<file path="src/rtl/delay_line_pkg.sv">
// Shared definitions for the programmable delay line: FSM state encoding and a
// width helper.
package delay_line_pkg;

    typedef enum logic {
        ST_FILL = 1'b0,
        ST_RUN  = 1'b1
    } state_t;

    function automatic int clog2(input int value);
        int result;
        int v;
        result = 0;
        v      = value - 1;
        while (v > 0) begin
            result = result + 1;
            v      = v >> 1;
        end
        return result;
    endfunction

endpackage

</file>
<file path="src/rtl/delay_line_prog_if.sv">
// Sample/control bundle of the delay line; the datapath owner uses the slave view.
interface delay_line_prog_if #(
    parameter int DATA_WIDTH = 32,
    parameter int ADDR_WIDTH = 4
);
    logic                  en;
    logic [DATA_WIDTH-1:0] din;
    logic [ADDR_WIDTH-1:0] delay_in;
    logic                  delay_ld;
    logic [DATA_WIDTH-1:0] dout;
    logic                  dout_valid;
    logic                  filling;
    logic [ADDR_WIDTH-1:0] delay_cur;

    modport master (
        output en, din, delay_in, delay_ld,
        input  dout, dout_valid, filling, delay_cur
    );

    modport slave (
        input  en, din, delay_in, delay_ld,
        output dout, dout_valid, filling, delay_cur
    );
endinterface

</file>
<file path="src/rtl/delay_ram.sv">
// Simple dual-port sample buffer: synchronous write, registered read gated by re.
module delay_ram #(
    parameter int DATA_WIDTH = 32,
    parameter int ADDR_WIDTH = 4
) (
    input  logic                  clk,
    input  logic                  rst,
    input  logic                  we,
    input  logic [ADDR_WIDTH-1:0] waddr,
    input  logic [DATA_WIDTH-1:0] wdata,
    input  logic                  re,
    input  logic [ADDR_WIDTH-1:0] raddr,
    output logic [DATA_WIDTH-1:0] rdata
);
    localparam int DEPTH = 2 ** ADDR_WIDTH;

    logic [DATA_WIDTH-1:0] mem [DEPTH];

    always_ff @(posedge clk) begin
        if (we) begin
            mem[waddr] <= wdata;
        end
    end

    // Only the read register is cleared so dout reads 0 after reset; storage is not.
    always_ff @(posedge clk) begin
        if (rst) begin
            rdata <= '0;
        end else if (re) begin
            rdata <= mem[raddr];
        end
    end
endmodule

</file>
<file path="src/rtl/delay_line_prog.sv">
// Runtime-programmable, enable-gated delay line on a circular RAM buffer with
// flush-on-reload and a valid flag that masks stale samples.
//
//  state   | meaning
//  --------+-----------------------------------------------------------
//  ST_FILL | fewer than delay_cur samples written since flush; dout stale
//  ST_RUN  | dout carries samples written since the last flush
module delay_line_prog
    import delay_line_pkg::*;
#(
    parameter int DATA_WIDTH  = 32,
    parameter int ADDR_WIDTH  = 4,
    parameter int RESET_DELAY = 0
) (
    input logic                clk,
    input logic                rst,
    delay_line_prog_if.slave   bus
);
    state_t                state, state_nx;
    logic                  valid_q, valid_nx;
    logic [ADDR_WIDTH-1:0] wr_ptr;
    logic [ADDR_WIDTH-1:0] fill_cnt;
    logic [ADDR_WIDTH-1:0] rd_addr;
    logic [ADDR_WIDTH-1:0] delay_q;
    logic                  byp_sel;
    logic [DATA_WIDTH-1:0] byp_data;
    logic [DATA_WIDTH-1:0] ram_q;
    logic                  ram_re;

    assign rd_addr = wr_ptr - delay_q;
    // With D=0 the read address equals the write address; the bypass path serves it instead.
    assign ram_re  = bus.en && (delay_q != '0);

    delay_ram #(
        .DATA_WIDTH (DATA_WIDTH),
        .ADDR_WIDTH (ADDR_WIDTH)
    ) u_ram (
        .clk   (clk),
        .rst   (rst),
        .we    (bus.en && !rst),
        .waddr (wr_ptr),
        .wdata (bus.din),
        .re    (ram_re),
        .raddr (rd_addr),
        .rdata (ram_q)
    );

    always_ff @(posedge clk) begin
        if (rst) begin
            state    <= ST_FILL;
            valid_q  <= 1'b0;
            wr_ptr   <= '0;
            fill_cnt <= '0;
            delay_q  <= ADDR_WIDTH'(RESET_DELAY);
            byp_sel  <= 1'b0;
            byp_data <= '0;
        end else begin
            state   <= state_nx;
            valid_q <= valid_nx;
            if (bus.en) begin
                wr_ptr   <= wr_ptr + ADDR_WIDTH'(1);
                byp_sel  <= (delay_q == '0);
                byp_data <= bus.din;
            end
            if (bus.delay_ld) begin
                fill_cnt <= '0;
                delay_q  <= bus.delay_in;
            end else if (bus.en && (fill_cnt != {ADDR_WIDTH{1'b1}})) begin
                fill_cnt <= fill_cnt + ADDR_WIDTH'(1);
            end
        end
    end

    // Valid rises on the same edge that moves the first post-flush sample onto dout.
    always_comb begin
        state_nx = state;
        valid_nx = valid_q;
        if (bus.en) begin
            case (state)
                ST_FILL: begin
                    if (fill_cnt >= delay_q) begin
                        state_nx = ST_RUN;
                        valid_nx = 1'b1;
                    end else begin
                        valid_nx = 1'b0;
                    end
                end
                ST_RUN:  valid_nx = 1'b1;
                default: begin
                    state_nx = ST_FILL;
                    valid_nx = 1'b0;
                end
            endcase
        end
        if (bus.delay_ld) begin
            state_nx = ST_FILL;
            valid_nx = 1'b0;
        end
    end

    assign bus.dout       = byp_sel ? byp_data : ram_q;
    assign bus.dout_valid = valid_q;
    assign bus.filling    = (state == ST_FILL);
    assign bus.delay_cur  = delay_q;
endmodule
</file>
<file path="src/flat_wrapper.sv">
// flat-port wrapper written by rule: the top's interface ports become plain ports
module delay_line_prog_flat import delay_line_pkg::*;
#(
    parameter int DATA_WIDTH  = 32,
    parameter int ADDR_WIDTH  = 4,
    parameter int RESET_DELAY = 0
)
  (clk, rst, bus_en, bus_din, bus_delay_in, bus_delay_ld, bus_dout, bus_dout_valid, bus_filling, bus_delay_cur);
  delay_line_prog_if #(.DATA_WIDTH(DATA_WIDTH), .ADDR_WIDTH(ADDR_WIDTH)) bus_i ();
  input logic clk;
  input logic rst;
  input wire logic [$bits(bus_i.en)-1:0] bus_en;
  input wire logic [$bits(bus_i.din)-1:0] bus_din;
  input wire logic [$bits(bus_i.delay_in)-1:0] bus_delay_in;
  input wire logic [$bits(bus_i.delay_ld)-1:0] bus_delay_ld;
  output wire logic [$bits(bus_i.dout)-1:0] bus_dout;
  output wire logic [$bits(bus_i.dout_valid)-1:0] bus_dout_valid;
  output wire logic [$bits(bus_i.filling)-1:0] bus_filling;
  output wire logic [$bits(bus_i.delay_cur)-1:0] bus_delay_cur;
  assign bus_i.en = bus_en;
  assign bus_i.din = bus_din;
  assign bus_i.delay_in = bus_delay_in;
  assign bus_i.delay_ld = bus_delay_ld;
  assign bus_dout = bus_i.dout;
  assign bus_dout_valid = bus_i.dout_valid;
  assign bus_filling = bus_i.filling;
  assign bus_delay_cur = bus_i.delay_cur;
  delay_line_prog #(.DATA_WIDTH(DATA_WIDTH), .ADDR_WIDTH(ADDR_WIDTH), .RESET_DELAY(RESET_DELAY)) u_core (.clk(clk), .rst(rst), .bus(bus_i));
endmodule
</file>
<file path="config.mk">
export PLATFORM = sky130hd
export DESIGN_NAME = delay_line_prog_flat
export DESIGN_NICKNAME = d
export VERILOG_FILES = /design/src/rtl/delay_line_pkg.sv /design/src/rtl/delay_line_prog_if.sv /design/src/rtl/delay_ram.sv /design/src/rtl/delay_line_prog.sv /design/src/flat_wrapper.sv
export SDC_FILE = /design/constraint.sdc
export NUM_CORES = 1
export LEC_CHECK = 0
export CAP_MARGIN = 40
export CORE_ASPECT_RATIO = 0.8
export CORE_MARGIN = 3
export CORE_UTILIZATION = 24
export CTS_CLUSTER_SIZE = 24
export DETAILED_ROUTE_END_ITERATION = 6
export GPL_ROUTABILITY_DRIVEN = 0
export HOLD_SLACK_MARGIN = 0.03
export PLACE_DENSITY = 0.44
export SLEW_MARGIN = 20
export SYNTH_ARGS = -nofsm -noshare
export SYNTH_HDL_FRONTEND = slang
export SYNTH_HIERARCHICAL = 1
export SYNTH_SLANG_ARGS = --single-unit
</file>
<file path="constraint.sdc">
create_clock -name clk -period 5.18 [get_ports clk]
set_input_delay 0.518 -clock clk [delete_from_list [all_inputs] [get_ports clk]]
set_output_delay 0.518 -clock clk [all_outputs]
set_load 0.005 [all_outputs]
</file>
==> results by group, run 1 <==
Outcome
  • Status: complete, no violations

Logic synthesis
  • Synth warn: 6
  • Largest family of logic cells by synthesized area: multiplexers
  • Synthesized Nets: 1491
  • Compound-Gate Fraction of Synth Area: 3.97%
  • Seq cells post-synth: 590
  • Post-Syn Instances: 1441
  • Synth Area in XOR/XNOR: 0.226%
  • Library cells used by synthesis: 41
  • Main synth FF type: edfxtp_1
  • EDFF count, synth: 512
  • Post-synthesis async set-or-reset flop share: 0%
  • Avg Cell Area, Syn: 16.1 sq um
  • Mux share of post-synthesis cell area: 14.2%
  • Post-Syn Area: 23300 sq um
  • Post-Synth Adder-Cell Area: 0.570%
  • Sequential fraction of the synthesis area: 72.8%
  • Simple-gate share of the synthesized area: 5.32%

CTS
  • Post-CTS Hold Buffers: 0
  • Post-CTS Setup Inserts: 0
  • CTS tree: built
  • Maximum clock insertion buffer count: 3
  • CTS Buf Count: 57
  • Clock Sinks: 590
  • CTS clock-pin slew for the worst setup and hold paths: 0.06 ns
  • Library cell used as clock root buffer: clkbuf_16
  • Insertion delay to the later sink of the worst-skew pair: 0.62 ns
  • Cts repair resizes: 0
  • H-tree depth: 2

Route
  • Met3 WL: 2120 microns
  • Drt total wl: 60500 microns
  • Average wire per cell in the routed design: 21.0 microns
  • Starting DRC count in detailed routing: 833
  • Vias per cell: 4.31
  • Met2 WL: 28300 microns
  • Routed Antenna Nets: 0
  • Drt pass-1 iters: 4
  • Metal1 wirelength: 28700 microns
  • DRC viols: 0
  • Via Count: 12400
  • Uppermost routed layer: met5

Pwr
  • Worst vdd ir: 0.253 mV
  • Power density cells: 395 nW/um^2
  • LEAKAGE: 9.29 nW

Global routing
  • Antenna violations before repair: 1
  • Vias in the first global route: 12800
  • Pin count of the biggest net entering global routing: 60
  • First-pass GRT wire length: 88900 microns
  • Residual overflow from global routing: 0
  • GRT Total Usage: 11.9%

Finish
  • Fraction of layout cells with a size suffix above 1: 10.7%
  • # fillers: 9538
  • Area grow syn2layout: 19.3%
  • Area of the multi-input gates: 5810 sq um
  • Most frequent cells in the layout: edfxtp_1, mux2i_1, nand2_1
  • Finished Cell Area: 27700 sq um
  • Register area: 16900 sq um
  • Nets: 1590
  • Commonest non-fill, non-tap cell in the layout: edfxtp_1

Worst setup path
  • Worst Path Arrival: 3.95 ns
  • Worst setup path start: u_core/bus.delay_cur[2]$_SDFFE_PP0P_
  • CP startpoint kind: register
  • Required @ worst endpoint: 5.68 ns
  • Max Fanout on Critical Path: 37
  • Kind of critical path: register to register
  • Reg-to-reg critical path startpoint: u_core/bus.delay_cur[2]$_SDFFE_PP0P_
  • CP Capture Type: register

Timing
  • Slew Viols, Final: 0
  • RSZ-0062 raised after global routing: no
  • Rel. slew slack: 41.9%
  • Clock skew: 0.0231 ns
  • Least-Margin Pin Slew: 0.869 ns
  • Setup violators final: 0
  • FMAX: 290 MHz
  • Final Critical Period: 3.45 ns
  • Period utilization: 66.5%
  • Final hold violations: 0
  • Setup TNS: 0 ns

Floorplanning
  • Die height: 284 microns
  • Die width: 354 microns
  • Site Rows: 101
  • Io pins: 78
  • Starting density of the core: 24.3%
  • Total core area: 95500 sq um
  • Die area: 101000 sq um

Place
  • Dpl cell area: 25800 sq um
  • IO Port Bufs: 77
  • Hpwl dp: 33900 microns

Run
  • Max Cap Viol: 0

Min path
  • Hold path start: u_core/u_ram/rdata[8]$_SDFFE_PP0P_
  • Worst hold path type: register to register
==> cell usage after synthesis (3+ instances only) <==
| cell | number | area, sq um |
|---|---|---|
| a21oi_2 | 10 | 87.6 |
| mux2i_1 | 295 | 2950 |
| nand3_1 | 98 | 490 |
| a22oi_1 | 64 | 480 |
| dfxtp_1 | 78 | 1560 |
| buf_2 | 18 | 90.1 |
| nor3_1 | 5 | 25.0 |
| buf_12 | 5 | 100 |
| xnor2_1 | 3 | 26.3 |
| nor2b_1 | 3 | 18.8 |
| nor2_1 | 57 | 214 |
| edfxtp_1 | 512 | 15400 |
| ha_1 | 9 | 113 |
| a21oi_1 | 57 | 285 |
| xor2_1 | 3 | 26.3 |
| inv_1 | 9 | 33.8 |
| nand3b_1 | 3 | 22.5 |
| mux2_1 | 32 | 360 |
| nand2_1 | 105 | 394 |
| clkbuf_1 | 16 | 60.1 |
| buf_1 | 4 | 15.0 |
| buf_4 | 17 | 128 |
| buf_6 | 17 | 191 |
==> kinds of logic after synthesis <==
kind of cell | after synthesis
AOI/OAI and AO/OA | 138
xor gates and xnor gates | 6
adders and majority gates | 10
buffers and inverters | 90
DFF | 590
muxes | 327
and+or+nand+nor | 280
==> metal layers <==
metal | track usage, % | vias up
met5 | 0 | -
met4 | 3.18 | 2
met3 | 1.92 | 83
met2 | 19.5 | 184
met1 | 16.4 | 6410
li1 | - | 5714
==> power by group <==
part | switching (mW) | internal (mW) | leakage, nW | total (mW)
logic | 0.798 | 0.541 | 3.10 | 1.34
registers | 0.0658 | 5.25 | 5.25 | 5.32
clock network | 1.79 | 2.52 | 0.942 | 4.31
total | 2.65 | 8.31 | 9.29 | 11.0
==> through the flow <==
step                      power [mW]  util, %  setup WS [ns]  cells  hold WS [ns]
after floorplan                 6.28        -          0.947   1441         0.418
after global placement          6.76     26.7           1.69   2758         0.446
after detailed placement        6.79     27.0           1.66   2767         0.448
after CTS                       11.1     29.0           1.64   2874         0.463
after global routing            11.4     29.0           1.49   2875         0.482
final                           11.0     29.0           1.73   2876         0.454
==> state kept, by name (all words and copies together) (netlist names) <==
register / flops
u_core/fill_cnt: 4
u_core/byp_data: 32
u_core/u_ram/mem: 512
u_core/u_ram/rdata: 32
u_core/state: 1
u_core/byp_sel: 1
u_core/bus.delay_cur: 4
u_core/wr_ptr: 4
==> final cells by class <==
| type | count | share of cell area (%) |
|---|---|---|
| antenna | 1 | 0.00902 |
| clock buffer | 80 | 5.82 |
| clock inverter | 27 | 1.17 |
| inverter | 9 | 0.122 |
| multi-input combinational | 761 | 21.0 |
| sequential | 590 | 61.1 |
| tap | 1287 | 5.81 |
| timing repair buffer | 121 | 5.02 |
==> worst max-delay path, stage by stage, from the launching register on <==
cell and delay [ns]:
dfxtp_1 0.44, inv_1 0.10, ha_1 0.42, a21o_1 0.15, a31oi_1 0.04, xnor2_1 0.59
and2_2 0.81, buf_12 0.34, a22oi_1 0.19, nand3_1 0.14, nand3_1 0.08
==> worst paths after layout <==
| kind | endpoint | slack [ns] | depth (start not counted) |
|---|---|---|---|
| worst max-delay path | u_core/u_ram/rdata[13]$_SDFFE_PP0P_ | 1.73 | 10 |
| worst min-delay path | u_core/u_ram/rdata[8]$_SDFFE_PP0P_ | 0.45 | 2 |
| worst max register to register | u_core/u_ram/rdata[13]$_SDFFE_PP0P_ | 1.73 | 10 |
| worst min register to register | u_core/u_ram/rdata[8]$_SDFFE_PP0P_ | 0.45 | 2 |
No activity file was read; power rests on OpenSTA's default activity.
==> run 2, diff against run 1 <==
--- a/config.mk
+++ b/config.mk
@@ -13,7 +13,7 @@
 export DETAILED_ROUTE_END_ITERATION = 6
 export GPL_ROUTABILITY_DRIVEN = 0
 export HOLD_SLACK_MARGIN = 0.03
-export PLACE_DENSITY = 0.44
+export PLACE_DENSITY = 0.45
 export SLEW_MARGIN = 20
 export SYNTH_ARGS = -nofsm -noshare
 export SYNTH_HDL_FRONTEND = slang
==> constraint.sdc (replaced) <==
create_clock -name clk -period 3.05 [get_ports clk]
set_input_delay 0.305 -clock clk [delete_from_list [all_inputs] [get_ports clk]]
set_output_delay 0.305 -clock clk [all_outputs]
set_load 0.005 [all_outputs]
==> run 2 against run 1 <==
Design area up 0.54%. Clock skew is essentially flat. Critical path depth unchanged.
==> results by group, run 2 (same netlist as run 1, synthesis figures left out) <==
Outcome
  • Status: complete, no violations

Worst setup path
  • CP Capture Type: register
  • Max Fanout on Critical Path: 36 (-2.7%)
  • Worst setup path start: u_core/bus.delay_cur[0]$_SDFFE_PP0P_
  • R2r setup slk: 0.32 ns (-1.41 ns)
  • Reg-to-reg critical path startpoint: u_core/bus.delay_cur[0]$_SDFFE_PP0P_
  • CP startpoint kind: register
  • Kind of critical path: register to register
  • R2R depth: 10 (unchanged)
  • Required @ worst endpoint: 3.55 ns (-2.13 ns)
  • R2R Path End: u_core/u_ram/rdata[18]$_SDFFE_PP0P_
  • Worst Path Arrival: 3.22 ns (-0.73 ns)

CTS
  • H-tree depth: 2 (unchanged)
  • CTS tree: built
  • Cts repair resizes: 0 (unchanged)
  • Post-CTS Setup Inserts: 0 (unchanged)
  • Library cell used as clock root buffer: clkbuf_16
  • Clock Sinks: 590 (unchanged)
  • Maximum clock insertion buffer count: 3 (unchanged)
  • Insertion delay to the later sink of the worst-skew pair: 0.62 ns (about the same)
  • CTS clock-pin slew for the worst setup and hold paths: 0.06 ns (about the same)
  • Post-CTS Hold Buffers: 0 (unchanged)
  • CTS Buf Count: 58 (+1.8%)

Floorplanning
  • Starting density of the core: 24.3% (unchanged)
  • Die width: 354 microns (unchanged)
  • Io pins: 78 (unchanged)
  • Total core area: 95500 sq um (unchanged)
  • Die height: 284 microns (unchanged)
  • Die area: 101000 sq um (unchanged)
  • Site Rows: 101 (unchanged)

Place
  • # placed instances: 2782 (+0.54%)
  • IO Port Bufs: 77 (unchanged)
  • Hpwl dp: 32400 microns (-4.4%)

Timing
  • Setup violators final: 0 (unchanged)
  • FMAX: 367 MHz (+26%)
  • RSZ-0062 raised after global routing: no
  • Period utilization: 89.5% (+23 points)
  • Final hold violations: 0 (unchanged)
  • Least-Margin Pin Slew: 0.782 ns (-0.0867 ns)
  • Setup TNS: 0 ns (unchanged)
  • Rel. slew slack: 47.9% (+5.9 points)
  • Slew Viols, Final: 0 (unchanged)
  • Final Critical Period: 2.73 ns (-0.717 ns)
  • Clock skew: 0.0236 ns (+0.000458 ns)

Route
  • Via Count: 12500 (+0.56%)
  • Average wire per cell in the routed design: 21.1 microns (+0.28%)
  • DRC viols: 0 (unchanged)
  • Drt total wl: 61000 microns (+0.84%)
  • Vias per cell: 4.31 (about the same)
  • Starting DRC count in detailed routing: 796 (-4.4%)
  • Routed Antenna Nets: 0 (unchanged)
  • Drt pass-1 iters: 5 (+1)

Finish
  • Nets: 1605 (+0.94%)
  • Area grow syn2layout: 19.9%
  • Commonest non-fill, non-tap cell in the layout: edfxtp_1
  • Reg with most FFs: u_core/u_ram/mem
  • Top Registers: u_core/u_ram/mem: 512 flops, u_core/byp_data: 32 flops, u_core/u_ram/rdata: 32 flops
  • Fraction of layout cells with a size suffix above 1: 11.7% (+0.95 points)
  • Max FFs per register: 512 (unchanged)
  • Non-filler cells, final: 2892 (+0.56%)
  • Util after Layout: 29.2% (+0.16 points)
  • Most frequent cells in the layout: edfxtp_1, mux2i_1, nand2_1

Min path
  • WHS Path Cells: 3 (+1)
  • Hold path endpoint: u_core/fill_cnt[3]$_SDFFE_PP0P_
  • Worst hold path type: primary input to register
  • Hold path start: bus_en

Global routing
  • Residual overflow from global routing: 0 (unchanged)
  • First-pass GRT wire length: 89300 microns (+0.36%)
  • GRT Total Usage: 12.0% (+0.076 points)
  • Antenna violations before repair: 2 (+1)
  • Pin count of the biggest net entering global routing: 65 (+8.3%)
  • Vias in the first global route: 12900 (+0.81%)

Pwr
  • Worst vdd ir: 0.414 mV (+64%)
  • Power density cells: 663 nW/um^2 (+68%)
  • LEAKAGE: 9.36 nW (+0.71%)

Run
  • Max Cap Viol: 0 (unchanged)
==> run 2: cell types whose count changed in the layout (fill, tap and decap cells not counted), moves of 4 or more <==
cell / before / now
buf_12: 8 / 27
buf_16: 10 / 1
buf_4: 26 / 30
bufinv_16: 7 / 2
clkbuf_8: 8 / 13
nor3_2: 5 / 1
nor3_4: 0 / 4
==> run 2: area by class of cell <==
class	instances	area, sq um
clock inverter	22	166
fill	9564	67700
antenna	1	2.50
multi-input combinational	761	5840
timing repair buffer	135	1550
inverter	9	33.8
clock buffer	87	1730
sequential	590	16900
tap	1287	1610
==> run 2: metrics by stage <==
| stage | area, sq um | total power [mW] | worst slack [ns] | hold slack (ns) |
|---|---|---|---|---|
| 2_1_floorplan | 23300 | 10.7 | -0.0986 | 0.404 |
| 3_3_place_gp | 25900 | 11.6 | 0.328 | 0.456 |
| 3_5_place_dp | 26000 | 11.6 | 0.307 | 0.458 |
| 4_1_cts | 27900 | 18.8 | 0.276 | 0.0301 |
| 5_1_grt | 27900 | 19.3 | 0.0890 | 0.0639 |
| 6_report | 27900 | 18.5 | 0.322 | 0.0829 |
==> run 2: layer usage <==
metal  GRT usage (%)  routed length, microns
met2            19.1                   28300
met4            2.59                     967
met1            16.9                   29100
met3            2.17                    2680
met5               0                       0
==> run 2: worst max-delay path, cell delays in order, from the launching register on <==
cell	delay, ns
dfxtp_1	0.43
ha_1	0.18
inv_1	0.06
fa_1	0.44
xor2_4	0.24
buf_12	0.31
buf_4	0.35
mux2i_1	0.28
a22oi_1	0.10
nand3_1	0.11
nand3_1	0.07
==> run 2: worst max path at each step <==
stage                                                to  depth (start not counted)
finish              u_core/u_ram/rdata[18]$_SDFFE_PP0P_                         10
global route         u_core/u_ram/rdata[0]$_SDFFE_PP0P_                         10
CTS                 u_core/u_ram/rdata[22]$_SDFFE_PP0P_                         10
detailed placement  u_core/u_ram/rdata[22]$_SDFFE_PP0P_                         10
global placement     u_core/u_ram/rdata[0]$_SDFFE_PP0P_                         10
floorplan              u_core/u_ram/mem[1][0]$_DFFE_PP_                          5
==> run 2: power by group <==
| group | internal, mW | switching [mW] | total [mW] |
|---|---|---|---|
| clock | 4.08 | 3.02 | 7.11 |
| sequential | 8.92 | 0.0931 | 9.02 |
| combinational | 0.985 | 1.38 | 2.36 |
| total | 14.0 | 4.49 | 18.5 |
==> run 3, diff against run 2 <==
--- a/config.mk
+++ b/config.mk
@@ -13,6 +13,7 @@
 export DETAILED_ROUTE_END_ITERATION = 6
 export GPL_ROUTABILITY_DRIVEN = 0
 export HOLD_SLACK_MARGIN = 0.03
+export MAX_ROUTING_LAYER = met4
 export PLACE_DENSITY = 0.45
 export SLEW_MARGIN = 20
 export SYNTH_ARGS = -nofsm -noshare
==> run 3 against run 2 <==
Design area unchanged. Critical path depth unchanged. Setup slack worse by 0.0054 ns. Hold slack got worse by 0.0044 ns.
==> results by group, run 3 (same netlist as run 1, synthesis figures left out) <==
Finish
  • Top Registers: u_core/u_ram/mem: 512 flops, u_core/byp_data: 32 flops, u_core/u_ram/rdata: 32 flops
  • Max FFs per register: 512 (unchanged)
  • Commonest non-fill, non-tap cell in the layout: edfxtp_1
  • # fillers: 9564 (unchanged)
  • Non-filler cells, final: 2892 (unchanged)
  • Fraction of layout cells with a size suffix above 1: 11.7% (unchanged)
  • Area grow syn2layout: 19.9% (unchanged)
  • Nets: 1605 (unchanged)
  • Register area: 16900 sq um (unchanged)
  • Finished Cell Area: 27900 sq um (unchanged)
  • Most frequent cells in the layout: edfxtp_1, mux2i_1, nand2_1
  • Area of the multi-input gates: 5840 sq um (unchanged)
  • Reg with most FFs: u_core/u_ram/mem

CTS
  • Library cell used as clock root buffer: clkbuf_16
  • Clock Sinks: 590 (unchanged)
  • H-tree depth: 2 (unchanged)
  • CTS tree: built
  • Insertion delay to the later sink of the worst-skew pair: 0.63 ns (about the same)
  • Post-CTS Setup Inserts: 0 (unchanged)
  • CTS Buf Count: 58 (unchanged)
  • CTS clock-pin slew for the worst setup and hold paths: 0.07 ns (about the same)
  • Cts repair resizes: 0 (unchanged)
  • Maximum clock insertion buffer count: 3 (unchanged)
  • Post-CTS Hold Buffers: 0 (unchanged)

Worst setup path
  • CP startpoint kind: register
  • Most common cell on crit path: nand3_1
  • Kind of critical path: register to register
  • Required @ worst endpoint: 3.56 ns (about the same)
  • Worst Path Arrival: 3.24 ns (+0.02 ns)
  • Largest delay share family, worst path: simple AND/OR/NAND/NOR gates
  • Slowest stage delay, CP: 0.55 ns (+0.11 ns)
  • Worst path buffer plus inverter count: 2 (-1)
  • Crit path cell chain: inv_1 > ha_1 > a21o_1 > a31oi_1 > xnor2_1 > and2_2 > buf_12 > a22oi_1 > nand3_1 > nand3_1
  • Max Fanout on Critical Path: 33 (-8.3%)
  • CP Capture Type: register
  • CP max stage cell: xnor2_1

Run
  • Max Cap Viol: 0 (unchanged)

Place
  • Dpl cell area: 26000 sq um (unchanged)
  • # placed instances: 2782 (unchanged)
  • Hpwl dp: 32400 microns (unchanged)
  • Dpl ws: 0.307 ns (unchanged)
  • IO Port Bufs: 77 (unchanged)

Timing
  • RSZ-0062 raised after global routing: no
  • Period utilization: 89.6% (+0.18 points)
  • Clock skew: 0.0302 ns (+0.00661 ns)
  • Final hold violations: 0 (unchanged)
  • Setup TNS: 0 ns (unchanged)
  • Least-Margin Pin Slew: 0.797 ns (+0.0149 ns)
  • Final Critical Period: 2.73 ns (+0.00541 ns)
  • FMAX: 366 MHz (-0.20%)
  • Rel. slew slack: 46.9% (-0.99 points)
  • Slew Viols, Final: 0 (unchanged)
  • Setup WS post-layout: 0.316 ns (-0.00541 ns)
  • Setup violators final: 0 (unchanged)

Route
  • Routed Antenna Nets: 0 (unchanged)
  • Vias per cell: 4.31 (about the same)
  • Starting DRC count in detailed routing: 798 (+0.25%)
  • Via Count: 12500 (+0.096%)
  • Drt total wl: 61000 microns (about the same)
  • Average wire per cell in the routed design: 21.1 microns (about the same)
  • DRC viols: 0 (unchanged)
  • Drt pass-1 iters: 5 (unchanged)

Pwr
  • Power Total: 18.5 mW (about the same)
  • Worst vdd ir: 0.413 mV (-0.35%)
  • Power density cells: 663 nW/um^2 (about the same)
  • LEAKAGE: 9.36 nW (unchanged)

Global routing
  • Pin count of the biggest net entering global routing: 65 (unchanged)
  • Antenna violations before repair: 1 (-1)
  • First-pass GRT wire length: 89300 microns (about the same)
  • Global Route met2 Usage: 19.2% (+0.034 points)
  • Layer with the highest usage: met2
  • Grt met1 use: 17.0% (about the same)
  • GRT Total Usage: 12.3% (+0.36 points)
  • Routing usage on met3: 2.10% (-0.064 points)
  • Vias in the first global route: 12800 (-0.14%)
  • Residual overflow from global routing: 0 (unchanged)

Min path
  • Worst hold path type: primary input to register

Floorplanning
  • Die area: 101000 sq um (unchanged)
  • Die width: 354 microns (unchanged)
  • Io pins: 78 (unchanged)
  • Site Rows: 101 (unchanged)
  • Starting density of the core: 24.3% (unchanged)
  • Total core area: 95500 sq um (unchanged)
  • Die height: 284 microns (unchanged)

Outcome
  • Status: complete, no violations
## run 3: layout make-up
class                   instances  share of cell area (%)
flip-flops and latches        590                    60.8
multi-input cells             761                    20.9
clock buffers                  87                    6.22
well taps                    1287                    5.78
repair buffers                135                    5.57
clock inverters                22                   0.597
inverters                       9                   0.121
diodes                          1                 0.00898
## run 3: worst min-delay path: stages
cell and delay (ns):
buf_2 0.16, nand4_2 0.12, a2111oi_2 0.07
## run 3: path summary, 6_finish.rpt
path	from	to	slack, ns	cells after the start
setup / recovery	u_core/bus.delay_cur[2]$_SDFFE_PP0P_	u_core/u_ram/rdata[0]$_SDFFE_PP0P_	0.32	10
hold / removal	bus_en	u_core/fill_cnt[3]$_SDFFE_PP0P_	0.08	3
setup reg to reg	u_core/bus.delay_cur[2]$_SDFFE_PP0P_	u_core/u_ram/rdata[0]$_SDFFE_PP0P_	0.32	10
hold reg to reg	u_core/u_ram/rdata[15]$_SDFFE_PP0P_	u_core/u_ram/rdata[15]$_SDFFE_PP0P_	0.46	2
## run 3: power by group
group          leakage [nW]  switching, mW  total (mW)  internal [mW]
clock                 0.940           3.03        7.11           4.08
sequential             5.25         0.0937        9.02           8.92
combinational          3.17           1.38        2.36          0.985
## run 3: metrics by stage
stage | hold WS (ns) | util, %
global placement | 0.456 | 27.2
CTS | 0.0301 | 29.2
floorplan | 0.404 | -
detailed placement | 0.458 | 27.2
global route | 0.0639 | 29.2
finish | 0.0785 | 29.2
## run 3: metal layers
layer / share of wire (%) / wire length (microns)
met5: 0 / 0
met1: 47 / 28900
met2: 46 / 28300
met4: 1.5 / 928
met3: 4.7 / 2860
